`src/rtl/uart_pkg.sv`:
```
// Shared definitions for the UART transmit feeder.
//   UART_DATA_W    : width of one transmitted byte.
//   feeder_state_e : frame sequencer states (IDLE -> START -> WAIT -> IDLE).
package uart_pkg;

  localparam int UART_DATA_W = 8;

  typedef enum logic [1:0] {
    IDLE  = 2'd0,  // waiting for a queued byte
    START = 2'd1,  // start request held high
    WAIT  = 2'd2   // frame spacing after the start pulse
  } feeder_state_e;

endpackage

```
`src/rtl/uart_sync_fifo.sv`:
```
// Single-clock FIFO with an explicit occupancy counter.
// A write while full is dropped (contents untouched) and latches the sticky
// overflow flag, even if a read happens in the same cycle.
//   clk, reset        : clock, synchronous active-high reset
//   wr_en, wr_data    : push request and data
//   rd_en, rd_data    : pop request; rd_data shows the head entry
//   full, empty       : registered occupancy flags
//   count             : entries held
//   overflow          : sticky, set by a dropped write, cleared by reset
module uart_sync_fifo #(
  parameter int DEPTH  = 8,
  parameter int DATA_W = 8
) (
  input  logic                       clk,
  input  logic                       reset,
  input  logic                       wr_en,
  input  logic [DATA_W-1:0]          wr_data,
  input  logic                       rd_en,
  output logic [DATA_W-1:0]          rd_data,
  output logic                       full,
  output logic                       empty,
  output logic [$clog2(DEPTH):0]     count,
  output logic                       overflow
);

  localparam int AW = $clog2(DEPTH);
  localparam int CW = AW + 1;
  localparam logic [CW-1:0] FULL_COUNT = CW'(DEPTH);

  logic [DATA_W-1:0] mem [DEPTH];
  logic [AW-1:0]     wr_ptr;
  logic [AW-1:0]     rd_ptr;
  logic [CW-1:0]     count_q;
  logic [CW-1:0]     count_d;
  logic              full_q;
  logic              empty_q;
  logic              overflow_q;
  logic              wr_ok;
  logic              rd_ok;

  assign wr_ok = wr_en && !full_q;
  assign rd_ok = rd_en && !empty_q;

  // NOTE: every always_comb output gets a default first so no path leaves it
  // unassigned; an unassigned path would infer a latch.
  always_comb begin
    count_d = count_q;
    if (wr_ok && !rd_ok) begin
      count_d = count_q + 1'b1;
    end else if (!wr_ok && rd_ok) begin
      count_d = count_q - 1'b1;
    end
  end

  // NOTE: storage has no reset; the pointers and count define which entries
  // are valid, so clearing the array would only cost reset fan-out.
  always_ff @(posedge clk) begin
    if (wr_ok) begin
      mem[wr_ptr] <= wr_data;
    end
  end

  // NOTE: sequential state uses non-blocking assignments so every register
  // samples pre-edge values regardless of statement order.
  always_ff @(posedge clk) begin
    if (reset) begin
      wr_ptr     <= '0;
      rd_ptr     <= '0;
      count_q    <= '0;
      full_q     <= 1'b0;
      empty_q    <= 1'b1;
      overflow_q <= 1'b0;
    end else begin
      // Pointers are exactly AW bits, so DEPTH being a power of two makes
      // the increment wrap modulo DEPTH for free.
      if (wr_ok) wr_ptr <= wr_ptr + 1'b1;
      if (rd_ok) rd_ptr <= rd_ptr + 1'b1;
      count_q <= count_d;
      full_q  <= (count_d == FULL_COUNT);
      empty_q <= (count_d == '0);
      if (wr_en && full_q) overflow_q <= 1'b1;
    end
  end

  assign rd_data  = mem[rd_ptr];
  assign full     = full_q;
  assign empty    = empty_q;
  assign count    = count_q;
  assign overflow = overflow_q;

endmodule

```
`src/rtl/uart_tx_feeder.sv`:
```
// Byte-buffering front end for the UART transmitter. Host writes queue in a
// FIFO; a three-state sequencer pops one byte per frame, raises o_Txstart for
// START_HOLD cycles and spaces frames FRAME_CYCLES apart (plus one IDLE cycle
// between back-to-back frames).
//   i_clk, i_reset       : clock, synchronous active-high reset
//   i_wr_en, i_wr_data   : host write port, one byte per cycle
//   o_full, o_empty      : FIFO occupancy flags (registered)
//   o_count              : bytes queued, excluding the byte in flight
//   o_Txstart            : start request to the transmitter
//   o_Txdatain           : byte being sent; changes only on a pop
//   o_busy               : sequencer not in IDLE
//   o_overflow           : sticky dropped-write indicator
module uart_tx_feeder
  import uart_pkg::*;
#(
  parameter int DEPTH        = 8,
  parameter int START_HOLD   = 10,
  parameter int FRAME_CYCLES = 104
) (
  input  logic                    i_clk,
  input  logic                    i_reset,
  input  logic                    i_wr_en,
  input  logic [UART_DATA_W-1:0]  i_wr_data,
  output logic                    o_full,
  output logic                    o_empty,
  output logic [$clog2(DEPTH):0]  o_count,
  output logic                    o_Txstart,
  output logic [UART_DATA_W-1:0]  o_Txdatain,
  output logic                    o_busy,
  output logic                    o_overflow
);

  localparam int CNT_W = $clog2(FRAME_CYCLES + 1);
  localparam logic [CNT_W-1:0] HOLD_LAST  = CNT_W'(START_HOLD);
  localparam logic [CNT_W-1:0] FRAME_LAST = CNT_W'(FRAME_CYCLES);

  feeder_state_e          state_q, state_d;
  logic [CNT_W-1:0]       cnt_q, cnt_d;
  logic                   txstart_q, txstart_d;
  logic [UART_DATA_W-1:0] txdata_q, txdata_d;
  logic                   pop;
  logic [UART_DATA_W-1:0] head;
  logic                   fifo_empty;

  uart_sync_fifo #(
    .DEPTH  (DEPTH),
    .DATA_W (UART_DATA_W)
  ) u_fifo (
    .clk      (i_clk),
    .reset    (i_reset),
    .wr_en    (i_wr_en),
    .wr_data  (i_wr_data),
    .rd_en    (pop),
    .rd_data  (head),
    .full     (o_full),
    .empty    (fifo_empty),
    .count    (o_count),
    .overflow (o_overflow)
  );

  always_ff @(posedge i_clk) begin
    if (i_reset) begin
      state_q   <= IDLE;
      cnt_q     <= '0;
      txstart_q <= 1'b0;
      txdata_q  <= '0;
    end else begin
      state_q   <= state_d;
      cnt_q     <= cnt_d;
      txstart_q <= txstart_d;
      txdata_q  <= txdata_d;
    end
  end

  // The counter holds the number of cycles since the start rise, so the
  // comparisons below fire on the edge that completes START_HOLD high cycles
  // and FRAME_CYCLES frame cycles respectively.
  always_comb begin
    state_d   = state_q;
    cnt_d     = cnt_q;
    txstart_d = txstart_q;
    txdata_d  = txdata_q;
    pop       = 1'b0;
    unique case (state_q)
      IDLE: begin
        if (!fifo_empty) begin
          pop       = 1'b1;
          txdata_d  = head;
          txstart_d = 1'b1;
          cnt_d     = CNT_W'(1);
          state_d   = START;
        end
      end
      START: begin
        cnt_d = cnt_q + 1'b1;
        if (cnt_q == HOLD_LAST) begin
          txstart_d = 1'b0;
          state_d   = WAIT;
        end
      end
      WAIT: begin
        cnt_d = cnt_q + 1'b1;
        if (cnt_q == FRAME_LAST) begin
          cnt_d   = '0;
          state_d = IDLE;
        end
      end
      default: begin
        state_d   = IDLE;
        cnt_d     = '0;
        txstart_d = 1'b0;
      end
    endcase
  end

  assign o_empty    = fifo_empty;
  assign o_Txstart  = txstart_q;
  assign o_Txdatain = txdata_q;
  assign o_busy     = (state_q != IDLE);

endmodule

```
`config.mk`:
```
export PLATFORM = sky130hd
export DESIGN_NAME = uart_tx_feeder
export DESIGN_NICKNAME = d
export VERILOG_FILES = /design/src/rtl/uart_pkg.sv /design/src/rtl/uart_sync_fifo.sv /design/src/rtl/uart_tx_feeder.sv
export SDC_FILE = /design/constraint.sdc
export NUM_CORES = 1
export LEC_CHECK = 0
export BUFFER_PORTS_ARGS = -buffer_cell sky130_fd_sc_hd__buf_4
export CAP_MARGIN = 20
export CORE_ASPECT_RATIO = 1.1
export CORE_MARGIN = 3
export CORE_UTILIZATION = 30
export DETAILED_ROUTE_END_ITERATION = 10
export GPL_TIMING_DRIVEN = 0
export PLACE_DENSITY_LB_ADDON = 0.1
export SETUP_SLACK_MARGIN = 0.15
export SYNTH_ARGS = -nofsm -noshare
export SYNTH_HDL_FRONTEND = slang
export SYNTH_SLANG_ARGS = --single-unit
```
`constraint.sdc`:
```
create_clock -name i_clk -period 2.3 [get_ports i_clk]
set_clock_uncertainty 0.15 [all_clocks]
set_input_delay 0.23 -clock i_clk [delete_from_list [all_inputs] [get_ports i_clk]]
set_output_delay 0.23 -clock i_clk [all_outputs]
set_load 0.005 [all_outputs]
```
==> results of run 1 <==
[flip-flops by register name, summed over array words and instances (netlist names), 2 cells and up]
name / cells
state_q: 2
u_fifo.rd_ptr: 3
cnt_q: 7
u_fifo.count: 4
u_fifo.wr_ptr: 3
u_fifo.mem: 64
o_Txdatain: 8
[cells in the mapped netlist, types with 2 or more instances]
| library cell | number | share of area |
|---|---|---|
| mux2i_1 | 8 | 0.021 |
| nand4_1 | 2 | 0.0032 |
| buf_2 | 3 | 0.0039 |
| nand2_1 | 11 | 0.011 |
| clkbuf_1 | 5 | 0.0049 |
| nand3b_1 | 3 | 0.0058 |
| nand3_1 | 4 | 0.0052 |
| nor2_1 | 20 | 0.019 |
| nor3_1 | 6 | 0.0078 |
| a21oi_1 | 19 | 0.025 |
| edfxtp_1 | 64 | 0.50 |
| buf_4 | 3 | 0.0058 |
| o21ai_0 | 10 | 0.013 |
| xor2_1 | 6 | 0.014 |
| or2_2 | 2 | 0.0032 |
| a211oi_1 | 2 | 0.0039 |
| dfxtp_1 | 31 | 0.16 |
| inv_1 | 5 | 0.0049 |
| nand2b_1 | 4 | 0.0065 |
| xnor2_1 | 4 | 0.0091 |
| nor2b_1 | 4 | 0.0065 |
| mux2_4 | 2 | 0.0078 |
| mux4_2 | 16 | 0.093 |
| ha_1 | 7 | 0.023 |
| nor4_1 | 2 | 0.0032 |
[worst reg2reg max path, delay by kind of cell, from the launching register on]
family           cells  cell delay [ns]
DFF                  1             0.33
and+or+nand+nor      3             1.42
[per-stage QoR]
step	hold slack, ns	setup slack, ns
final	0.173	0.0210
after global routing	0.249	-0.140
after CTS	0.175	-0.0521
after detailed placement	0.313	-0.0625
after global placement	0.310	-0.775
after floorplan	0.179	0.299
[cell families (layout without fill, tap and decap cells)]
| group | Yosys count | after routing | share of synthesized area |
|---|---|---|---|
| AO/OA/AOI/OAI | 36 | 36 | 0.0559 |
| XOR/XNOR | 10 | 10 | 0.0226 |
| adder cells (fa/ha/maj) | 7 | 7 | 0.0226 |
| buffers and inverters | 17 | 70 | 0.0204 |
| flip-flops | 95 | 95 | 0.657 |
| multiplexers | 26 | 26 | 0.122 |
| AND/OR/NAND/NOR | 69 | 69 | 0.0999 |
[power by group through the flow]
stage,Clock [µW],Sequential [µW],Combinational [µW]
after floorplan,0,2200,939
after global placement,0,2240,1410
after detailed placement,0,2240,1420
after CTS,1510,2200,1440
after global routing,1570,2230,1580
final,1460,2200,1420
[how the worst min path moves through the flow]
stage,depth (start not counted),slack [ns],end
floorplan,0,0.18,u_fifo.mem[0][0]$_DFFE_PP_
global placement,2,0.31,u_fifo.overflow$_SDFFE_PP0P_
detailed placement,2,0.31,u_fifo.overflow$_SDFFE_PP0P_
CTS,2,0.18,u_fifo.count[1]$_SDFF_PP0_
global route,2,0.25,u_fifo.count[1]$_SDFF_PP0_
finish,2,0.17,u_fifo.count[1]$_SDFF_PP0_
[cell type report]
type / count / area, µm² / area share
inverter: 5 / 18.8 / 0.00400
multi-input combinational: 148 / 1280 / 0.272
tap: 154 / 193 / 0.0411
clock inverter: 6 / 60.1 / 0.0128
timing repair buffer: 37 / 304 / 0.0649
buffer: 12 / 63.8 / 0.0136
clock buffer: 10 / 229 / 0.0488
sequential: 95 / 2540 / 0.542
[what timing repair did]
action	4_1_cts	5_1_grt
gates resized for setup	2	1
endpoints found under the hold margin	65	0
hold buffers	9	0
setup endpoints to repair	39	40
[per-layer routing]
| layer | up-vias | GRT usage | part of all wire |
|---|---|---|---|
| li1 | 1077 | - | - |
| met1 | 1086 | 0.166 | 0.47 |
| met2 | 45 | 0.190 | 0.47 |
| met3 | 11 | 0.0256 | 0.041 |
| met4 | 0 | 0.0608 | 0.023 |
| met5 | - | 0 | 0 |
==> flow_summary_export.csv, run 1 <==
group,metric,value,unit
logic_synthesis,syn-mean-instance-area,14.9,µm²
power_and_ir_drop,p_int,3570,µW
global_routing,global_route_total_usage_across_every_layer,0.123,
die,dieArea,14300,µm²
setup_path,crit_slowest_cell,"nor2_1",
power_and_ir_drop,power.total,5080,µW
global_routing,grt_max_degree,16,
placed_design,port_buffers,26,
setup_path,critPathMaxFanout,8,
placed_design,hpwl,5200,µm
die,row_count,42,
power_and_ir_drop,switching_power,1510,µW
power_and_ir_drop,power.static_leakage,0.00161,µW
logic_synthesis,yosysSeqAreaShare,0.657,
final_layout,antenna_diode_instance_count,0,
logic_synthesis,number_of_synthesis_warnings,0,
setup_path,path_cells,"and2b_1 > nand2_1 > nor2_1",
routing,drt_via_density,4.75,
clock_network,h_tree_level_count,3,
power_and_ir_drop,p_clk_frac,0.288,
final_layout,final_core_utilization,0.381,
sta,max_slew.worst_pin.slew,1.01,ns
logic_synthesis,asyncSetResetFlopFracSynth,0,
routing,vias,2219,
routing,detail_route.first_pass.iterations,4,
sta,slew_headroom,0.323,
routing,initialDrtViolationCount,153,
global_routing,grt_pass1_vias,2278,
final_layout,drive_above_1_share,0.268,
placed_design,postPlaceCellArea,4300,µm²
clock_network,cts.reportedPaths.clkPinSlew,0.06,ns
setup_path,crit_path_max_incr_delay,0.82,ns
sta,report.final.hold_viol_count,0,
logic_synthesis,count_of_unique_library_cells_instantiated_by_yosys,42,
clock_network,cts_tree,"built",
logic_synthesis,yosys_most_used_dff,"edfxtp_1",
routing,drt-wirelength-per-cell,17.5,µm
clock_network,ctsRootBufferMaster,"clkbuf_16",
setup_path,timing.critical_path.to,"u_fifo.mem[5][7]$_DFFE_PP_",
sta,maxSlewViolCount,0,
die,die_w,114,µm
clock_network,setup_repair_bufs_after_cts,0,
setup_path,r2r_end,"u_fifo.mem[5][7]$_DFFE_PP_",
routing,antenna_violating_nets_post_route,0,
sta,layout_worst_path_cycle_share,0.991,
worst_hold_path,worstHoldStart,"i_reset",
setup_path,buffers_and_inverters_on_the_worst_path,0,
final_layout,most_common_cell_after_layout_fill_and_taps_aside,"edfxtp_1",
logic_synthesis,mappedNetlistArea,3870,µm²
setup_path,kind_of_cell_adding_the_most_delay_to_the_critical_path,"simple AND/OR/NAND/NOR gates",
setup_path,timing_worst_setup_path_type,"register to register",
final_layout,final_cell_mix,"64 x edfxtp_1, 31 x dfxtp_1, 30 x buf_4",
final_layout,fin_cells,467,
run,maxCapViolCount,0,
power_and_ir_drop,power.share.sequential,0.433,
clock_network,insertion_delay,0.34,ns
clock_network,clkSinkCount,95,
final_layout,fin_nets,326,
die,initial_utilization,0.315,
setup_path,ff2ff_path_depth,3,
placed_design,place_congestion,0.666,
global_routing,first_pass_grt_wire_length,13000,µm
global_routing,number_of_antenna_violations_at_the_first_check_in_global_routing,0,
logic_synthesis,syn-instance-count,260,
die,num_io_pins,28,
sta,rsz0062_at_grt,"true",
global_routing,global_route.overflow_total,0,
placed_design,placed_cells_incl_taps,442,
setup_path,setup.worst_path.start_class,"register",
outcome,status,"complete, no violations",
setup_path,regToRegStartpoint,"u_fifo.full$_SDFF_PP0_",
sta,final-setup-viol-count,0,
logic_synthesis,synth.net_count,278,
setup_path,critical_path_arrival,2.09,ns
power_and_ir_drop,switching_share,0.297,
sta,max_freq,439,MHz
sta,setup-tns-final,0,ns
logic_synthesis,number_of_enable_flip_flop_cells_after_synthesis,64,
worst_hold_path,min_path_type,"input port to register",
power_and_ir_drop,power_density,1080,nW/µm²
routing,route.final.wire_length,8170,µm
clock_network,cts.path.max_buffers,2,
setup_path,worstSetupPathDepth,3,
final_layout,flow.area_growth_from_synthesis,21.1,%
die,fp.coreArea,12300,µm²
die,die_h,125,µm
final_layout,design_area,4690,µm²
sta,finalCriticalPeriod,2.28,ns
setup_path,required,2.11,ns
logic_synthesis,ys_ff_latch,95,
setup_path,timing.critical_path.to_type,"register",
power_and_ir_drop,ir_drop,0.419,mV
final_layout,final.fill_count,1208,
setup_path,reg2reg_slack,0.02,ns
routing,drc_errors,0,
setup_path,crit_start,"u_fifo.full$_SDFF_PP0_",
power_and_ir_drop,comb_power_share,0.279,
clock_network,tritoncts.num_buffers,9,
(Power assumes the default switching activity.)
==> run 2, diff against run 1 <==
--- a/config.mk
+++ b/config.mk
@@ -9,7 +9,7 @@
 export CAP_MARGIN = 20
 export CORE_ASPECT_RATIO = 1.1
 export CORE_MARGIN = 3
-export CORE_UTILIZATION = 30
+export CORE_UTILIZATION = 56
 export DETAILED_ROUTE_END_ITERATION = 10
 export GPL_TIMING_DRIVEN = 0
 export PLACE_DENSITY_LB_ADDON = 0.1
==> run 2 against run 1 <==
Hold slack lost 0.038 ns. Clock power is 18% lower. Core utilization grew 30 points. Sequential cell count unchanged. Global-route usage rose by 7.5 points. Register-to-register slack gained 0.06 ns. Fmax rose by 2.9%. Critical endpoint is now u_fifo.mem[6][6]$_DFFE_PP_. Critical path depth did not move. Via count is 1.1% lower. Sequential share of layout area increased by 2.1 points. Cell count is 16% lower.
==> flow_summary_export.csv, run 2 (same netlist as run 1, synthesis figures left out) <==
group,metric,value,unit
power_and_ir_drop,p_int,3290,µW
global_routing,number_of_antenna_violations_at_the_first_check_in_global_routing,0,
placed_design,hpwl,4640,µm
global_routing,grt_max_degree,19,
power_and_ir_drop,switching_power,1480,µW
die,fp.coreArea,6630,µm²
power_and_ir_drop,power.total,4760,µW
final_layout,fin_nets,325,
clock_network,cts_tree,"built",
setup_path,timing.critical_path.to,"u_fifo.mem[6][6]$_DFFE_PP_",
setup_path,regToRegStartpoint,"u_fifo.full$_SDFF_PP0_",
clock_network,ctsRootBufferMaster,"clkbuf_8",
power_and_ir_drop,power.static_leakage,0.00157,µW
setup_path,critical_path_arrival,2.05,ns
clock_network,tritoncts.num_buffers,9,
sta,layout_worst_path_cycle_share,0.963,
routing,drt_via_density,5.57,
run,maxCapViolCount,0,
sta,rsz0062_at_grt,"true",
final_layout,largest_reg_flops,64,
final_layout,final.fill_count,484,
global_routing,first_pass_grt_wire_length,11500,µm
die,die_w,85.3,µm
final_layout,final_cell_mix,"64 x edfxtp_1, 31 x dfxtp_1, 30 x buf_4",
final_layout,drive_above_1_share,0.272,
power_and_ir_drop,power.share.sequential,0.459,
clock_network,insertion_delay,0.36,ns
routing,initialDrtViolationCount,152,
sta,max_slew.worst_pin.slew,0.986,ns
power_and_ir_drop,power_density,1060,nW/µm²
setup_path,r2r_end,"u_fifo.mem[6][6]$_DFFE_PP_",
placed_design,port_buffers,26,
clock_network,h_tree_level_count,3,
die,dieArea,7940,µm²
placed_design,postPlaceCellArea,4200,µm²
die,row_count,31,
sta,finalCriticalPeriod,2.21,ns
die,die_h,93.2,µm
power_and_ir_drop,p_clk_frac,0.250,
power_and_ir_drop,ir_drop,0.662,mV
setup_path,crit_start,"u_fifo.full$_SDFF_PP0_",
routing,antenna_violating_nets_post_route,0,
global_routing,grt_pass1_vias,2263,
power_and_ir_drop,comb_power_share,0.291,
global_routing,global_route.overflow_total,0,
global_routing,global_route_total_usage_across_every_layer,0.198,
setup_path,timing.critical_path.to_type,"register",
routing,vias,2194,
power_and_ir_drop,switching_share,0.310,
routing,drc_errors,0,
final_layout,antenna_diode_instance_count,0,
setup_path,setup.worst_path.start_class,"register",
worst_hold_path,min_path_type,"input port to register",
routing,route.final.wire_length,7140,µm
setup_path,required,2.13,ns
die,initial_utilization,0.583,
sta,max_freq,452,MHz
final_layout,design_area,4520,µm²
sta,report.final.hold_viol_count,0,
setup_path,reg2reg_slack,0.09,ns
final_layout,flow.area_growth_from_synthesis,16.7,%
setup_path,timing_worst_setup_path_type,"register to register",
routing,detail_route.first_pass.iterations,6,
clock_network,cts.reportedPaths.clkPinSlew,0.10,ns
sta,setup-tns-final,0,ns
setup_path,critPathMaxFanout,8,
final_layout,largest-register,"u_fifo.mem",
sta,final-setup-viol-count,0,
sta,slew_headroom,0.340,
clock_network,clkSinkCount,95,
final_layout,most_common_cell_after_layout_fill_and_taps_aside,"edfxtp_1",
die,num_io_pins,28,
routing,drt-wirelength-per-cell,18.1,µm
clock_network,cts.path.max_buffers,2,
outcome,status,"complete, no violations",
sta,maxSlewViolCount,0,
placed_design,place_congestion,0.718,
setup_path,ff2ff_path_depth,3,
-- run 2: cell count changes in the layout (fill, tap and decap cells not counted) --
cell and delta:
buf_6 -1, clkbuf_1 -1, clkbuf_16 -9, clkbuf_8 +10, clkinv_1 -2, clkinv_2 -1
clkinv_4 -1, clkinvlp_4 +1, inv_6 -1, inv_8 +4, nor2_1 +1, nor2_2 -1
-- run 2: area by class of cell --
class	count	area (µm²)	share of cell area
Clock inverter	6	82.6	0.0183
Buffer	12	63.8	0.0141
Clock buffer	10	138	0.0305
Sequential cell	95	2540	0.563
Timing Repair Buffer	36	293	0.0648
Tap cell	82	103	0.0227
Multi-Input combinational cell	148	1270	0.282
Inverter	5	18.8	0.00416
-- run 2: power by group through the flow --
stage	sequential (µW)	clock [µW]	combinational, µW
after floorplan	2200	0	939
after global placement	2220	0	1350
after detailed placement	2230	0	1390
after CTS	2190	1200	1410
after global routing	2220	1280	1540
final	2190	1190	1390
-- run 2: stage by stage --
stage | utilization | setup WS, ns | hold slack, ns | instances
finish | 0.681 | 0.0856 | 0.136 | 394
global route | 0.681 | -0.0524 | 0.190 | 394
CTS | 0.680 | 0.0573 | 0.148 | 394
detailed placement | 0.633 | 0.0747 | 0.313 | 369
global placement | 0.628 | -0.539 | 0.301 | 368
floorplan | - | 0.299 | 0.179 | 260
-- run 2: critical path: stages, from the launching register on --
cell	delay (ns)
dfxtp_1	0.34
and2b_1	0.39
nand2_1	0.18
nor2_1	0.79
-- run 2: how the worst min path moves through the flow --
stage,from,to,slack [ns],depth (start not counted)
final,i_reset,u_fifo.count[1]$_SDFF_PP0_,0.14,2
after floorplan,i_wr_data[0],u_fifo.mem[0][0]$_DFFE_PP_,0.18,0
after detailed placement,u_fifo.overflow$_SDFFE_PP0P_,u_fifo.overflow$_SDFFE_PP0P_,0.31,2
after global routing,i_reset,u_fifo.count[1]$_SDFF_PP0_,0.19,2
after CTS,i_reset,u_fifo.count[1]$_SDFF_PP0_,0.15,2
after global placement,u_fifo.overflow$_SDFFE_PP0P_,u_fifo.overflow$_SDFFE_PP0P_,0.30,2
-- run 2: metal layers --
layer / routed length, µm / part of all wire / global-route usage
met5: 0 / 0 / 0
met1: 3230 / 0.45 / 0.258
met2: 3560 / 0.50 / 0.329
met4: 86 / 0.012 / 0.0858
met3: 262 / 0.037 / 0.0335
-- run 2: what timing repair did --
item | in CTS | in global routing
resized for setup | 0 | 3
gates cloned | 0 | 0
setup buffers | 0 | 0
endpoints found under the setup margin | 32 | 48
hold endpoints to repair | 65 | 0
hold buffers | 9 | 0
==> run 3, diff against run 2 <==
--- a/config.mk
+++ b/config.mk
@@ -9,7 +9,7 @@
 export CAP_MARGIN = 20
 export CORE_ASPECT_RATIO = 1.1
 export CORE_MARGIN = 3
-export CORE_UTILIZATION = 56
+export CORE_UTILIZATION = 53
 export DETAILED_ROUTE_END_ITERATION = 10
 export GPL_TIMING_DRIVEN = 0
 export PLACE_DENSITY_LB_ADDON = 0.1
==> constraint.sdc (replaced) <==
create_clock -name i_clk -period 1.8 [get_ports i_clk]
set_clock_uncertainty 0.15 [all_clocks]
set_input_delay 0.18 -clock i_clk [delete_from_list [all_inputs] [get_ports i_clk]]
set_output_delay 0.18 -clock i_clk [all_outputs]
set_load 0.005 [all_outputs]
==> run 3 against run 2 <==
Hold slack worse by 0.017 ns. Die area is 5.3% higher. Critical path depth is 3 higher. Combinational power is 79% higher. Core utilization is 3.9 points higher. Sequential share of layout area is 5.8 points lower. Largest cell class unchanged. Largest power group unchanged.
==> flow_summary_export.csv, run 3 (same netlist as run 1, synthesis figures left out) <==
group,metric,value,unit
clock_network,cts.path.max_buffers,2,
sta,layout_worst_path_cycle_share,0.967,
global_routing,busiest_layer,"met2",
setup_path,timing_worst_setup_path_type,"register to register",
clock_network,clkSinkCount,95,
clock_network,cts_tree,"built",
routing,drt-wirelength-per-cell,19.0,µm
routing,antenna_violating_nets_post_route,0,
clock_network,cts.reportedPaths.clkPinSlew,0.09,ns
setup_path,required,1.93,ns
setup_path,timing.critical_path.to_type,"register",
die,dieArea,8360,µm²
sta,slew_headroom,0.479,
sta,rsz0062_at_grt,"true",
final_layout,fin_nets,352,
global_routing,global_route_total_usage_across_every_layer,0.205,
placed_design,hpwl,4570,µm
placed_design,place_congestion,0.776,
final_layout,largest-register,"u_fifo.mem",
setup_path,crit_path_max_incr_delay,0.34,ns
final_layout,drive_above_1_share,0.413,
die,die_w,87.5,µm
sta,max_freq,575,MHz
setup_path,crit_slowest_cell,"dfxtp_2",
placed_design,place_ws,-0.321,ns
sta,report.final.hold_viol_count,0,
run,maxCapViolCount,0,
final_layout,final_cell_mix,"64 x edfxtp_1, 42 x buf_4, 20 x dfxtp_1",
placed_design,port_buffers,26,
clock_network,tritoncts.num_buffers,9,
global_routing,grt_max_degree,18,
clock_network,h_tree_level_count,3,
sta,setup_ws,0.0601,ns
power_and_ir_drop,power_density,1360,nW/µm²
placed_design,postPlaceCellArea,4240,µm²
setup_path,setup.worst_path.start_class,"register",
global_routing,first_pass_grt_wire_length,12400,µm
clock_network,insertion_delay,0.36,ns
die,initial_utilization,0.549,
setup_path,critPathMaxFanout,5,
power_and_ir_drop,power.static_leakage,0.00179,µW
die,row_count,32,
setup_path,critical_path_arrival,1.87,ns
final_layout,flow.area_growth_from_synthesis,31.0,%
clock_network,ctsRootBufferMaster,"clkbuf_8",
routing,initialDrtViolationCount,146,
routing,detail_route.first_pass.iterations,4,
die,fp.coreArea,7050,µm²
final_layout,design_area,5070,µm²
global_routing,number_of_antenna_violations_at_the_first_check_in_global_routing,0,
sta,final-setup-viol-count,0,
routing,drc_errors,0,
final_layout,largest_reg_flops,64,
power_and_ir_drop,ir_drop,0.885,mV
worst_hold_path,min_path_type,"input port to register",
final_layout,antenna_diode_instance_count,0,
setup_path,path_cells,"buf_6 > nor3_4 > nor2_2 > a22oi_2 > mux2_4 > a211oi_2",
sta,maxSlewViolCount,0,
global_routing,met1_usage,0.269,
outcome,status,"complete, no violations",
routing,route.final.wire_length,8050,µm
sta,setup-tns-final,0,ns
final_layout,most_common_cell_after_layout_fill_and_taps_aside,"edfxtp_1",
die,num_io_pins,28,
die,die_h,95.6,µm
sta,worst_slack_on_hold_paths,0.118,ns
final_layout,final.fill_count,464,
sta,finalCriticalPeriod,1.74,ns
global_routing,global_route.overflow_total,0,
global_routing,grt_use_met2,0.345,
routing,drt_via_density,5.67,
routing,vias,2402,
sta,max_slew.worst_pin.slew,0.781,ns
power_and_ir_drop,power.total,6890,µW
global_routing,grt_util_met3,0.0458,
global_routing,grt_pass1_vias,2355,
run 3: timing repair:
| action | CTS | global route |
|---|---|---|
| hold buffers | 9 | 0 |
| hold endpoints to repair | 65 | 0 |
| setup buffers | 16 | 10 |
| pin swaps | 11 | 11 |
| resized for setup | 27 | 32 |
| cloned | 0 | 1 |
| endpoints found under the setup margin | 83 | 51 |
run 3: metal layers:
metal	vias to the layer above	part of all wire	wire, µm
met5	-	0	0
met4	0	0.015	121
met3	12	0.050	401
met2	62	0.51	4100
met1	1208	0.43	3430
li1	1120	-	-
run 3: cell type report:
cell class / instances / area [µm²] / area share
clock inverter: 6 / 93.8 / 0.0185
timing repair buffer: 63 / 637 / 0.126
clock buffer: 10 / 128 / 0.0252
sequential: 95 / 2560 / 0.505
buffer: 12 / 134 / 0.0264
inverter: 5 / 18.8 / 0.00370
tap: 85 / 106 / 0.0210
multi-input combinational: 148 / 1390 / 0.275
run 3: metrics by stage:
stage | utilization | instances
finish | 0.719 | 424
global route | 0.719 | 424
CTS | 0.691 | 413
detailed placement | 0.602 | 372
global placement | 0.599 | 371
floorplan | - | 260
run 3: final timing paths:
path / end / cells after the start / slack [ns] / start
worst max-delay path: u_fifo.empty$_SDFF_PP1_ / 6 / 0.06 / state_q[1]$_SDFFE_PP0P_
worst min-delay path: u_fifo.count[1]$_SDFF_PP0_ / 2 / 0.12 / i_reset
worst max register to register: u_fifo.empty$_SDFF_PP1_ / 6 / 0.06 / state_q[1]$_SDFFE_PP0P_
worst min register to register: u_fifo.overflow$_SDFFE_PP0P_ / 2 / 0.34 / u_fifo.overflow$_SDFFE_PP0P_
run 3: worst max-delay path, delay by kind of cell (launching register included):
| kind | cells | cell delay [ns] |
|---|---|---|
| multiplexers | 1 | 0.33 |
| flip-flops | 1 | 0.34 |
| buffers and inverters | 1 | 0.13 |
| AND/OR/NAND/NOR | 2 | 0.38 |
| AO/OA/AOI/OAI | 2 | 0.34 |
run 3: where the power goes:
group,switching [µW],internal [µW],total (µW)
Sequential,227,2620,2850
Combinational,1100,1390,2490
Clock,759,793,1550
Total,2080,4810,6890
